$ cat src/rtl/dphy_hsrx_deserializer.sv
// D-PHY HS data-lane receive deserializer: hunts for the SoT sync byte after
// HSRX_EN rises, then assembles LSB-first payload bytes for the protocol layer.
module dphy_hsrx_deserializer #(
  parameter logic [7:0] SYNC_WORD    = 8'hB8,
  parameter int         SYNC_TIMEOUT = 32
) (
  input  logic       HSRX_CLK,
  input  logic       RxRst_n,
  input  logic       HSRX_EN,
  input  logic       HS_Din,
  output logic [7:0] RxDataHS,
  output logic       RxValidHS,
  output logic       RxActiveHS,
  output logic       RxSyncHS,
  output logic       ErrSotSyncHS,
  output logic [1:0] dbg_state
);

  typedef enum logic [1:0] {
    IDLE = 2'd0,
    HUNT = 2'd1,
    DATA = 2'd2,
    ERR  = 2'd3
  } state_t;

  localparam logic [8:0] TIMEOUT_BITS = 9'(SYNC_TIMEOUT);

  state_t     state;
  logic [7:0] sr;
  logic [7:0] hunt_cnt;
  logic [2:0] bit_cnt;

  logic [7:0] sr_next;
  logic [8:0] hunt_inc;
  logic       sync_hit;
  logic       timeout_hit;

  // Output semantics: RxValidHS/RxSyncHS/ErrSotSyncHS are single-cycle strobes
  // with no backpressure; the consumer must take RxDataHS on the valid cycle.
  assign sr_next     = {HS_Din, sr[7:1]};
  assign hunt_inc    = {1'b0, hunt_cnt} + 9'd1;
  assign sync_hit    = (sr_next == SYNC_WORD) && (hunt_inc >= 9'd8);
  assign timeout_hit = (hunt_inc == TIMEOUT_BITS);
  assign dbg_state   = state;

  always_ff @(posedge HSRX_CLK) begin
    if (!RxRst_n) begin
      state        <= IDLE;
      sr           <= 8'h00;
      hunt_cnt     <= 8'h00;
      bit_cnt      <= 3'd0;
      RxDataHS     <= 8'h00;
      RxValidHS    <= 1'b0;
      RxActiveHS   <= 1'b0;
      RxSyncHS     <= 1'b0;
      ErrSotSyncHS <= 1'b0;
    end else begin
      RxValidHS    <= 1'b0;
      RxSyncHS     <= 1'b0;
      ErrSotSyncHS <= 1'b0;
      // Dropping the enable abandons any partial byte without complaint.
      if (state != IDLE && !HSRX_EN) begin
        state      <= IDLE;
        RxActiveHS <= 1'b0;
      end else begin
        case (state)
          IDLE: begin
            if (HSRX_EN) begin
              state    <= HUNT;
              sr       <= 8'h00;
              hunt_cnt <= 8'h00;
              bit_cnt  <= 3'd0;
            end
          end
          HUNT: begin
            sr <= sr_next;
            if (hunt_cnt != 8'hFF) hunt_cnt <= hunt_inc[7:0];
            if (sync_hit) begin
              state      <= DATA;
              RxSyncHS   <= 1'b1;
              RxActiveHS <= 1'b1;
              bit_cnt    <= 3'd0;
            end else if (timeout_hit) begin
              state        <= ERR;
              ErrSotSyncHS <= 1'b1;
            end
          end
          DATA: begin
            sr      <= sr_next;
            bit_cnt <= bit_cnt + 3'd1;
            if (bit_cnt == 3'd7) begin
              RxDataHS  <= sr_next;
              RxValidHS <= 1'b1;
            end
          end
          ERR: begin
            state <= ERR;
          end
          default: state <= IDLE;
        endcase
      end
    end
  end

endmodule

$ cat config.mk
export PLATFORM = sky130hd
export DESIGN_NAME = dphy_hsrx_deserializer
export DESIGN_NICKNAME = d
export VERILOG_FILES = /design/src/rtl/dphy_hsrx_deserializer.sv
export SDC_FILE = /design/constraint.sdc
export NUM_CORES = 1
export LEC_CHECK = 0
export CORE_AREA = 2 2 88 69
export CTS_CLUSTER_SIZE = 24
export DETAILED_ROUTE_END_ITERATION = 7
export DIE_AREA = 0 0 90 71
export PLACE_DENSITY = 0.56
export SLEW_MARGIN = 10
export SYNTH_ARGS = -nofsm -noshare
export SYNTH_HDL_FRONTEND = slang
export SYNTH_SLANG_ARGS = --single-unit
$ cat constraint.sdc
create_clock -name HSRX_CLK -period 2.55 [get_ports HSRX_CLK]
set_clock_uncertainty 0.2 [all_clocks]
set_input_delay 0.3825 -clock HSRX_CLK [delete_from_list [all_inputs] [get_ports HSRX_CLK]]
set_output_delay 0.3825 -clock HSRX_CLK [all_outputs]
set_load 0.005 [all_outputs]
==> results_dict.tcl <==
set metrics [dict create \
    status "completed" \
    hold_viol 0 \
    period_needed_ps 2180 \
    final_common_cell "dfxtp_1" \
    min_from "RxActiveHS" \
    hold_ws_ps 247 \
    start_util_pct 28.7 \
    critPathMaxStageDelay_ps 380 \
    dp_hpwl_mm 2.30 \
    hold_class "flop to flop" \
    wl_per_cell_um 11.7 \
    final_util_pct 35.4 \
    fill_cells 599 \
    post_cts_buffers 0 \
    synth_seq_cells 32 \
    drc 0 \
    synth_flop_cell "dfxtp_1" \
    die_h_um 71 \
    routed_wirelength_mm 3.27 \
    worstMarginPinSlew_ps 580 \
    comb_power_share_pct 28.9 \
    ctsLongestPathBuffers 2 \
    path_clk_slew_ps 70 \
    slowest_stage "dfxtp_1" \
    cts_sinks 32 \
    grt_util_met3_pct 2.98 \
    leakage_nw 0.780 \
    core-area_um2 5590 \
    synth.distinct_cells 39 \
    numCtsBuffers 5 \
    synthArstFlopShare_pct 0 \
    antennaDiodeCount 0 \
    drt_iter0_drc 67 \
    cts_tree "yes" \
    viasPerCell 4.53 \
    synth_area_um2 1600 \
    syn_inst 176 \
    crit-reg2reg-launch "hunt_cnt[0]" \
    synth_top_cell_by_area "dfxtp_1" \
    fp-row-count 24 \
    h-tree-depth 2 \
    p_switching_mw 0.456 \
    grt_util_all_layers_pct 10.8 \
    gr-usage-met2_pct 14.6 \
    synth.avg_cell_area_um2 9.11 \
    drv_cap 0 \
    fin_nets 213 \
    max_freq_ghz 0.458 \
    vias 1267 \
    max-slew-margin-rel_pct 61.0 \
    dr.pass1.iters 4 \
    worst-path-max-fanout 6 \
    met1_usage_pct 15.9 \
    die_area_um2 6390 \
    path_class "flop to flop" \
    endpoint_kind "flop" \
    power_mw 1.35 \
    grt_max_degree 30 \
    hold_buffers 0 \
    area_delta_synth_final_pct 23.4 \
    setup_viol 0 \
    drive_gt1_share_pct 10.9 \
    busiest_layer "met1" \
    num_io_pins 18 \
    fin_tns_setup_ps 0 \
    cp.arrival_ps 2190 \
    drv_slew 0 \
    cts_resized 0 \
    p_int_mw 0.895 \
    root_buffer "clkbuf_8" \
    grt_pass1_wl_mm 5.47 \
    cp-startpoint "hunt_cnt[0]" \
    synth_edf_count 0 \
    critPathLaunchType "flop" \
    globalplace.congestion 0.794 \
    synth_top_area_share_pct 39.9 \
    yosys_warnings 0 \
    synth_top_cells_by_area "dfxtp_1 40%, mux2i_1 6.9%, ha_1 6.2%" \
    sequentialPowerShare_pct 41.4 \
    worstSkewPairLatency_ps 280 \
    rsz0062_at_grt "no" \
    cp_cell_sequence "ha_1 -> and2_1 -> nand4_4 -> mux2i_4 -> nand4_1 -> o211ai_2 -> mux2i_1" \
    grt_pass1_vias 1130 \
    layout_common_cells "32 x dfxtp_1, 23 x nand2_1, 17 x clkdlybuf4s50_1, 15 x nand3_1, 12 x nor2b_1" \
    powerDensity_nw_per_um2 683 \
    crit_required_ps 2550 \
    die_x_um 90 \
    synth_fp_nets 188 \
    port_buffers 17 \
    ant_nets 0 \
    overflow 0 \
    post-route-period-util_pct 85.7 \
    switching_share_pct 33.7 \
    ys_seq_area_share_pct 39.9 \
    irDropWorstVdd_uv 277 \
    clockPowerShare_pct 29.7 \
    antenna_found_initial 0 \
]
-- area by class of cell --
| cell class | count | area [µm²] | area share (%) |
|---|---|---|---|
| clock buffers | 6 | 82.6 | 4.17 |
| multi-input cells | 133 | 911 | 46.0 |
| well taps | 78 | 97.6 | 4.93 |
| clock inverters | 2 | 10.0 | 0.506 |
| flip-flops and latches | 32 | 641 | 32.4 |
| repair buffers | 23 | 215 | 10.9 |
| inverters | 6 | 22.5 | 1.14 |
-- worst max-delay path, delay by kind of cell, from the launching register on --
| family | cells | cell delay, ps |
|---|---|---|
| mux | 2 | 470 |
| fa+ha+maj | 1 | 240 |
| simple gates | 3 | 640 |
| compound gates | 1 | 170 |
| flops | 1 | 380 |
-- kinds of logic after synthesis --
kind of cell	Yosys count	synth area share, %
simple gates	78	26.7
compound gates	33	14.5
flops	32	39.9
mux	12	8.27
buf+inv	11	3.28
fa+ha+maj	8	6.24
xor+xnor	2	1.09
-- layer usage --
layer	vias up	part of all wire, %
met1	567	58
met2	24	38
li1	674	-
met5	-	0
met4	0	1.2
met3	2	3.0
-- cell usage after synthesis (3+ instances only) --
library cell / count
nand2_1: 23
o21ai_0: 7
nor3_1: 4
dfxtp_1: 32
and2_1: 4
nand3_1: 15
ha_1: 8
inv_1: 6
nor2_1: 7
a21oi_1: 6
mux2i_1: 11
a21boi_0: 8
clkbuf_1: 3
nor2b_1: 12
-- power groups by stage --
| stage | sequential [mW] | combinational [mW] | clock, mW |
|---|---|---|---|
| 2_1_floorplan | 0.561 | 0.261 | 0 |
| 3_3_place_gp | 0.571 | 0.388 | 0 |
| 3_5_place_dp | 0.570 | 0.386 | 0 |
| 4_1_cts | 0.559 | 0.388 | 0.418 |
| 5_1_grt | 0.563 | 0.436 | 0.439 |
| 6_report | 0.559 | 0.391 | 0.401 |
-- stage by stage --
step | setup WS (ps) | cell area [µm²] | std cells
6_report | 366 | 1980 | 280
5_1_grt | 217 | 1980 | 280
4_1_cts | 350 | 1980 | 280
3_5_place_dp | 324 | 1890 | 272
3_3_place_gp | 347 | 1890 | 272
2_1_floorplan | 585 | 1600 | 176
-- worst paths after layout --
path,end,slack (ps),cells past startpoint
max,bit_cnt[0],370,7
min,RxActiveHS,250,2
max reg2reg,bit_cnt[0],370,7
min reg2reg,RxActiveHS,250,2
-- flip-flops by register name, summed over array words and instances, names as in the netlist --
signal	cells
RxSyncHS	1
sr	7
RxActiveHS	1
RxValidHS	1
RxDataHS	8
dbg_state	2
bit_cnt	3
ErrSotSyncHS	1
hunt_cnt	8
No activity file was read; power rests on OpenSTA's default activity.
